[src/rtl/sram_arb_pkg.sv]
// Shared definitions for the instruction/data like-SRAM request arbiter:
// requester IDs and the grant-lock FSM encoding.
package sram_arb_pkg;

    localparam logic SRC_INST = 1'b0;
    localparam logic SRC_DATA = 1'b1;

    typedef enum logic [1:0] {
        IDLE,
        LOCK_I,
        LOCK_D
    } grant_state_t;

endpackage

[src/rtl/sram_id_fifo.sv]
// In-order FIFO of 1-bit requester IDs for accepted-but-not-returned
// transactions; the head tells the return path where data_ok belongs.
module sram_id_fifo #(
    parameter int DEPTH = 2,
    parameter int CNT_W = $clog2(DEPTH + 1)
) (
    input  logic             clk,
    input  logic             resetn,
    input  logic             push,
    input  logic             pop,
    input  logic             din,
    output logic             head,
    output logic             full,
    output logic             empty,
    output logic [CNT_W-1:0] count
);

    localparam int PTR_W = (DEPTH > 1) ? $clog2(DEPTH) : 1;

    logic [DEPTH-1:0] mem;
    logic [PTR_W-1:0] wr_ptr;
    logic [PTR_W-1:0] rd_ptr;
    logic             do_push;
    logic             do_pop;

    // Explicit wrap so non-power-of-2 depths never index past the last entry.
    function automatic logic [PTR_W-1:0] ptr_inc(input logic [PTR_W-1:0] p);
        return (p == PTR_W'(DEPTH - 1)) ? '0 : p + 1'b1;
    endfunction

    assign full    = (count == CNT_W'(DEPTH));
    assign empty   = (count == '0);
    assign do_push = push && !full;
    assign do_pop  = pop && !empty;
    assign head    = mem[rd_ptr];

    // NOTE: non-blocking assignments in clocked blocks so every register
    // samples pre-edge values regardless of statement order.
    always_ff @(posedge clk or negedge resetn) begin
        if (!resetn) begin
            wr_ptr <= '0;
            rd_ptr <= '0;
            count  <= '0;
        end else begin
            if (do_push) wr_ptr <= ptr_inc(wr_ptr);
            if (do_pop)  rd_ptr <= ptr_inc(rd_ptr);
            case ({do_push, do_pop})
                2'b10:   count <= count + 1'b1;
                2'b01:   count <= count - 1'b1;
                default: count <= count;
            endcase
        end
    end

    // NOTE: storage is deliberately not reset; an entry is only ever read
    // while count says it holds a pushed value.
    always_ff @(posedge clk) begin
        if (do_push) mem[wr_ptr] <= din;
    end

endmodule

[src/rtl/sram_req_arbiter.sv]
// Arbitrates inst/data like-SRAM requesters onto one downstream port with
// data priority, address-phase locking and in-order data_ok steering.
module sram_req_arbiter
    import sram_arb_pkg::*;
#(
    parameter int OUTSTANDING = 2,
    parameter int CNT_W       = $clog2(OUTSTANDING + 1)
) (
    input  logic        clk,
    input  logic        resetn,

    input  logic        inst_sram_req,
    input  logic        inst_sram_wr,
    input  logic [1:0]  inst_sram_size,
    input  logic [3:0]  inst_sram_wstrb,
    input  logic [31:0] inst_sram_addr,
    input  logic [31:0] inst_sram_wdata,
    output logic        inst_sram_addr_ok,
    output logic        inst_sram_data_ok,
    output logic [31:0] inst_sram_rdata,

    input  logic        data_sram_req,
    input  logic        data_sram_wr,
    input  logic [1:0]  data_sram_size,
    input  logic [3:0]  data_sram_wstrb,
    input  logic [31:0] data_sram_addr,
    input  logic [31:0] data_sram_wdata,
    output logic        data_sram_addr_ok,
    output logic        data_sram_data_ok,
    output logic [31:0] data_sram_rdata,

    output logic        sram_req,
    output logic        sram_wr,
    output logic [1:0]  sram_size,
    output logic [3:0]  sram_wstrb,
    output logic [31:0] sram_addr,
    output logic [31:0] sram_wdata,
    input  logic        sram_addr_ok,
    input  logic        sram_data_ok,
    input  logic [31:0] sram_rdata,

    output logic        err_stray_ok
);

    grant_state_t     state;
    grant_state_t     state_next;
    logic             grant_valid;
    logic             grant_src;
    logic             granted_req;
    logic             accept;
    logic             fifo_full;
    logic             fifo_empty;
    logic             fifo_head;
    logic [CNT_W-1:0] unused_fifo_count;

    // NOTE: every signal driven here gets a default first so no path
    // through the case can infer a latch.
    always_comb begin
        grant_valid = 1'b0;
        grant_src   = SRC_DATA;
        case (state)
            IDLE: begin
                if (data_sram_req) begin
                    grant_valid = 1'b1;
                    grant_src   = SRC_DATA;
                end else if (inst_sram_req) begin
                    grant_valid = 1'b1;
                    grant_src   = SRC_INST;
                end
            end
            LOCK_I: begin
                grant_valid = 1'b1;
                grant_src   = SRC_INST;
            end
            LOCK_D: begin
                grant_valid = 1'b1;
                grant_src   = SRC_DATA;
            end
            default: ;
        endcase
    end

    always_comb begin
        state_next = state;
        case (state)
            IDLE: begin
                if (sram_req && !sram_addr_ok)
                    state_next = (grant_src == SRC_DATA) ? LOCK_D : LOCK_I;
            end
            LOCK_I, LOCK_D: begin
                if (sram_addr_ok) state_next = IDLE;
            end
            default: state_next = IDLE;
        endcase
    end

    always_ff @(posedge clk or negedge resetn) begin
        if (!resetn) state <= IDLE;
        else         state <= state_next;
    end

    assign granted_req = grant_valid &&
                         ((grant_src == SRC_DATA) ? data_sram_req : inst_sram_req);
    assign sram_req    = granted_req && !fifo_full;

    always_comb begin
        if (grant_src == SRC_DATA) begin
            sram_wr    = data_sram_wr;
            sram_size  = data_sram_size;
            sram_wstrb = data_sram_wstrb;
            sram_addr  = data_sram_addr;
            sram_wdata = data_sram_wdata;
        end else begin
            sram_wr    = inst_sram_wr;
            sram_size  = inst_sram_size;
            sram_wstrb = inst_sram_wstrb;
            sram_addr  = inst_sram_addr;
            sram_wdata = inst_sram_wdata;
        end
    end

    // Gated by resetn so no address handshake is reported while held in reset.
    assign accept            = sram_req && sram_addr_ok && resetn;
    assign inst_sram_addr_ok = accept && (grant_src == SRC_INST);
    assign data_sram_addr_ok = accept && (grant_src == SRC_DATA);

    sram_id_fifo #(
        .DEPTH (OUTSTANDING),
        .CNT_W (CNT_W)
    ) u_id_fifo (
        .clk    (clk),
        .resetn (resetn),
        .push   (accept),
        .pop    (sram_data_ok),
        .din    (grant_src),
        .head   (fifo_head),
        .full   (fifo_full),
        .empty  (fifo_empty),
        .count  (unused_fifo_count)
    );

    assign inst_sram_data_ok = sram_data_ok && !fifo_empty && (fifo_head == SRC_INST);
    assign data_sram_data_ok = sram_data_ok && !fifo_empty && (fifo_head == SRC_DATA);
    assign inst_sram_rdata   = sram_rdata;
    assign data_sram_rdata   = sram_rdata;

    always_ff @(posedge clk or negedge resetn) begin
        if (!resetn)                          err_stray_ok <= 1'b0;
        else if (sram_data_ok && fifo_empty) err_stray_ok <= 1'b1;
    end

endmodule

[config.mk]
export PLATFORM = sky130hd
export DESIGN_NAME = sram_req_arbiter
export DESIGN_NICKNAME = d
export VERILOG_FILES = /design/src/rtl/sram_arb_pkg.sv /design/src/rtl/sram_id_fifo.sv /design/src/rtl/sram_req_arbiter.sv
export SDC_FILE = /design/constraint.sdc
export NUM_CORES = 1
export LEC_CHECK = 0
export BUFFER_PORTS_ARGS = -buffer_cell sky130_fd_sc_hd__buf_2
export CAP_MARGIN = 20
export CORE_AREA = 2 2 123 125
export CTS_CLUSTER_SIZE = 30
export DETAILED_ROUTE_END_ITERATION = 7
export DIE_AREA = 0 0 125 127
export SYNTH_ARGS = -nofsm -noshare
export SYNTH_HDL_FRONTEND = slang
export SYNTH_SLANG_ARGS = --single-unit
[constraint.sdc]
create_clock -name clk -period 3.9 [get_ports clk]
set_clock_uncertainty 0.1 [all_clocks]
set_input_delay 0.195 -clock clk [delete_from_list [all_inputs] [get_ports clk]]
set_output_delay 0.195 -clock clk [all_outputs]
set_load 0.01 [all_outputs]
==> results of run 1 <==
cell type report:
cell class	instances	area, um2	area share
clock buffers	4	78.83	0.02768
inverters	7	26.28	0.009227
multi-input cells	257	1124	0.3946
flip-flops and latches	9	235.2	0.08260
well taps	184	230.2	0.08084
repair buffers	228	1154	0.4051
flip-flops by register name (all words and copies together) (netlist names):
register          flops
state                 2
u_id_fifo.mem         2
u_id_fifo.wr_ptr      1
u_id_fifo.rd_ptr      1
u_id_fifo.count       2
err_stray_ok          1
worst min-delay path by stage:
| stage | end | slack [ps] | cells after the start |
|---|---|---|---|
| finish | err_stray_ok | 80 | 2 |
| global route | err_stray_ok | 100 | 2 |
| CTS | err_stray_ok | 80 | 2 |
| detailed placement | err_stray_ok | -40 | 1 |
| global placement | err_stray_ok | -50 | 1 |
| floorplan | err_stray_ok | -200 | 0 |
cells in the mapped netlist, drive strengths merged:
cell	instances	area, um2
mux2i	1	10.01
or4	1	11.26
a211o	1	8.760
dfrtp	7	175.2
buf	74	535.5
edfxtp	2	60.06
or3	1	6.260
nor3b	1	7.510
nor2b	1	6.260
o31ai	1	7.510
nand2	216	810.8
a211oi	1	7.510
nand2b	1	6.260
inv	7	26.28
nor3	2	10.01
xor2	1	8.760
a21o	2	15.01
ha	5	62.56
nor2	10	40.04
nand3b	1	7.510
o21ai	1	5.000
clkbuf	7	26.28
a21oi	3	18.77
o311a	2	20.02
xnor2	4	42.55
nor4b	1	8.760
worst reg2reg max path: stages (launching register included):
cell,delay (ps)
dfrtp_1,400
inv_1,80
ha_1,360
nor2_1,70
a211o_1,300
or4_4,500
ha_1,330
nor2_1,140
xor2_1,150
metal layers:
metal | up-vias | part of all wire | track usage
met5 | - | 0 | 0
met1 | 1045 | 0.36 | 0.08299
met4 | 0 | 0.021 | 0.02288
met2 | 173 | 0.49 | 0.1439
li1 | 1309 | - | -
met3 | 21 | 0.12 | 0.02806
cell families after synthesis:
group,synth area share
xor+xnor,0.02639
mux,0.005148
flops,0.1210
buf+inv,0.3024
simple gates,0.4704
fa+ha+maj,0.03218
compound gates,0.04247
power breakdown:
part	internal [mW]	total, mW	switching, mW
clock network	0.136	0.178	0.0412
registers	0.133	0.170	0.0368
logic	0.387	0.931	0.544
==> results.toml, run 1 <==
[drt]
dr.pass1.iters = 4
via_per_inst = 3.698
drc_errors = 0
drtAntennaViolNets = 0
num_vias = 2548
routed_wl_mm = 7.129
wl_per_cell_um = 10.35
drt-initial-drc-count = 51

[setup_path]
critPathLaunch = "state[1]"
cp_num_cells = 9
endpoint = "sram_wstrb[2]"
r2r_end = "u_id_fifo.count[1]"
crit_family = "buffers and inverters"
worst_path_largest_cell_delay_ps = 440
ff2ff_path_depth = 8
cp_data_arrival_time_ps = 2470
path_class = "flop to output port"
slowest_stage = "inv_2"
rrSetupSlack_ps = 1380
cp_common_cell = "nand2_1"
r2r-start = "state[0]"
crit_chain = "inv_1, ha_1, nand2b_1, nand2_2, inv_2, buf_4, nand2_1, nand2_1, buf_2"
start_kind = "flop"
end_kind = "output port"
worstPathRequired_ps = 3610
critPathBufInv = 4
crit_fanout = 36

[min_path]
hp-start = "sram_data_ok"
hp-class = "input pin to flop"

[clock_tree]
cts.htree.levels = 1
numCtsBuffers = 3
cts_sinks = 9
postCtsSetupRepairBufs = 0
cts_tree = "yes"
post_cts_resize_count = 0
cts.reportedPaths.clkPinSlew_ps = 40
cts-root-buf = "clkbuf_16"
insertion_delay_ps = 230
clockBufferDepth = 2
cts-hold-fix-buffers = 1

[cells_and_area]
final_core_util = 0.1974
mostFrequentLayoutCells = "buf_2 (224), nand2_1 (215), nor2_1 (9)"
final_area_um2 = 2848
final_cells = 689
finalNetCount = 691
syn2layout_area_growth_pct = 46.46
layout-drive-gt1-share = 0.4673
final_common_cell = "buf_2"
fillers = 1671
antenna_cells = 0

[sta]
tns_ps = 0
fin_crit_ps = 2762
relSlewSlack = 0.4956
fmax_mhz = 362.1
drv_slew = 0
hold_viol = 0
rsz0062_at_grt = "no"
hold_ws_ps = 80.29
setup_ws_ps = 1138
setup_violations = 0
final.period_utilization = 0.7081
worst_pin_slew_ps = 756.6

[power_and_ir_drop]
leakagePower_nw = 1.828
irDropWorstVdd_mv = 0.1686
powerDensity_nw_per_um2 = 449.0
total_power_mw = 1.279

[synthesis]
syn_inst = 354
avgSynthCellArea_um2 = 5.493
syn_nets = 539
ys_seq_area_frac = 0.1210
netlist_area_um2 = 1944
yosys_warnings = 0
synth.distinct_cells = 32
synth-seq-cells = 9

[floorplanning]
design.die.area_um2 = 15880
num_rows = 44
start_util = 0.1348
coreArea_um2 = 14420
die_x_um = 125
num_io_pins = 321
die_y_um = 127

[place]
place_inst = 684
dp_slack_ps = 1292
placed_cell_area_um2 = 2759
gp_congestion = 0.7687
port_buffers = 224
hpwl_mm = 5.830

[global_route]
grt_pass1_wl_mm = 10.27
grt-ovfl-total = 0
grt_pass1_vias = 2184
grt_start_max_net_pins = 73
grt_usage = 0.07772
antenna_found_initial = 0

[status]
outcome = "completed"

[job]
maxCapViolations = 0
Note: power is estimated with default switching activity, not from simulation.
==> inputs of run 2 (changes only) <==
==> constraint.sdc (replaced) <==
create_clock -name clk -period 2.49 [get_ports clk]
set_clock_uncertainty 0.1 [all_clocks]
set_input_delay 0.1245 -clock clk [delete_from_list [all_inputs] [get_ports clk]]
set_output_delay 0.1245 -clock clk [all_outputs]
set_load 0.01 [all_outputs]
==> results.toml, run 2 (same netlist as run 1, synthesis figures left out) <==
[cells_and_area]
multi_input_area_um2 = 1136
mostFrequentLayoutCells = "buf_2 (224), nand2_1 (215), nor2_1 (9)"
layout-drive-gt1-share = 0.4745
fillers = 1667
antenna_cells = 0
reg_top3 = "state: 2 flops, u_id_fifo.count: 2 flops, u_id_fifo.mem: 2 flops"
final_common_cell = "buf_2"
syn2layout_area_growth_pct = 50.32
finalNetCount = 696
final_core_util = 0.2026
regArea_um2 = 235.2

[clock_tree]
cts.htree.levels = 1
cts-root-buf = "clkbuf_16"
cts.reportedPaths.clkPinSlew_ps = 40
cts_tree = "yes"
clockBufferDepth = 2
numCtsBuffers = 3
insertion_delay_ps = 240
cts_sinks = 9

[min_path]
hp-class = "input pin to flop"
hp-start = "sram_data_ok"

[power_and_ir_drop]
sw_frac_of_total = 0.4735
leakagePower_nw = 1.865
intPower_mw = 1.108
total_power_mw = 2.106
pwr-share-seq = 0.125
p_clk_frac = 0.135
p_comb_frac = 0.739
irDropWorstVdd_mv = 0.3113
switching_power_mw = 0.9970
powerDensity_nw_per_um2 = 720.4

[setup_path]
path_class = "flop to output port"
crit_fanout = 5
r2r-start = "state[0]"
critPathLaunch = "state[0]"
end_kind = "output port"
cp_data_arrival_time_ps = 2150
start_kind = "flop"
worstPathRequired_ps = 2270

[floorplanning]
die_y_um = 127
design.die.area_um2 = 15880
start_util = 0.1348
num_io_pins = 321
coreArea_um2 = 14420
die_x_um = 125
num_rows = 44

[global_route]
grt-ovfl-total = 0
grt_pass1_wl_mm = 10.14
grt_usage = 0.07846
grt_pass1_vias = 2203
grt_start_max_net_pins = 42
antenna_found_initial = 1

[sta]
fin_crit_ps = 2376
drv_slew = 0
fmax_mhz = 420.8
tns_ps = 0
hold_viol = 0
worst_pin_slew_ps = 489.7
final.period_utilization = 0.9543
relSlewSlack = 0.6701
rsz0062_at_grt = "no"
setup_violations = 0

[drt]
routed_wl_mm = 7.065
dr.pass1.iters = 4
via_per_inst = 3.680
num_vias = 2554
drt-initial-drc-count = 69
drc_errors = 0
wl_per_cell_um = 10.18
drtAntennaViolNets = 0

[status]
outcome = "completed"

[place]
port_buffers = 224
hpwl_mm = 5.874
gp_congestion = 0.7760

[job]
maxCapViolations = 0
[run 2: layer usage]
metal | routed length [um] | up-vias | global-route usage | part of all wire
li1 | - | 1322 | - | -
met2 | 3461 | 171 | 0.1439 | 0.49
met5 | 0 | - | 0 | 0
met3 | 871 | 23 | 0.03099 | 0.12
met1 | 2543 | 1038 | 0.08028 | 0.36
met4 | 188 | 0 | 0.03072 | 0.027
[run 2: per-stage QoR]
step           hold WS [ps]  area (um2)  setup slack, ps  instances
3_3_place_gp         -125.4        2821            183.9        689
5_1_grt               19.56        2923            19.69        694
4_1_cts               9.405        2910            50.66        694
6_report              7.136        2923            113.7        694
2_1_floorplan        -271.1        1944            92.11        354
3_5_place_dp         -122.6        2821            148.5        689
[run 2: area by class of cell]
class                           count  area share
Tap cell                          184     0.07877
Multi-Input combinational cell    257      0.3887
Sequential cell                     9     0.08048
Timing Repair Buffer              233      0.4161
Clock buffer                        4     0.02697
Inverter                            7    0.008990
[run 2: what timing repair did]
item	CTS	global route
hold endpoints to repair	7	0
setup buffers	0	0
hold buffers	1	0
endpoints found under the setup margin	0	2
resized for setup	0	1
[run 2: critical path, cell delays in order, from the launching register on]
cell	delay, ps
dfrtp_1	400
inv_1	110
ha_4	290
nor2_1	50
a211o_1	240
or4_4	420
buf_4	180
nor2_1	90
buf_2	130
[run 2: final timing paths]
check	end	slack [ps]	cells past startpoint
hold reg to reg	err_stray_ok	360	1
setup / recovery	data_sram_addr_ok	110	8
setup reg to reg	u_id_fifo.count[1]	180	8
min in group asynchronous	err_stray_ok	160	2
hold / removal	err_stray_ok	7	2
max in group asynchronous	u_id_fifo.wr_ptr	1960	2
[run 2: power groups by stage]
stage | registers (mW) | logic [mW] | clock network, mW
finish | 0.264 | 1.56 | 0.285
global route | 0.272 | 1.75 | 0.297
CTS | 0.264 | 1.55 | 0.290
detailed placement | 0.267 | 1.55 | 0
global placement | 0.266 | 1.54 | 0
floorplan | 0.254 | 1.03 | 0
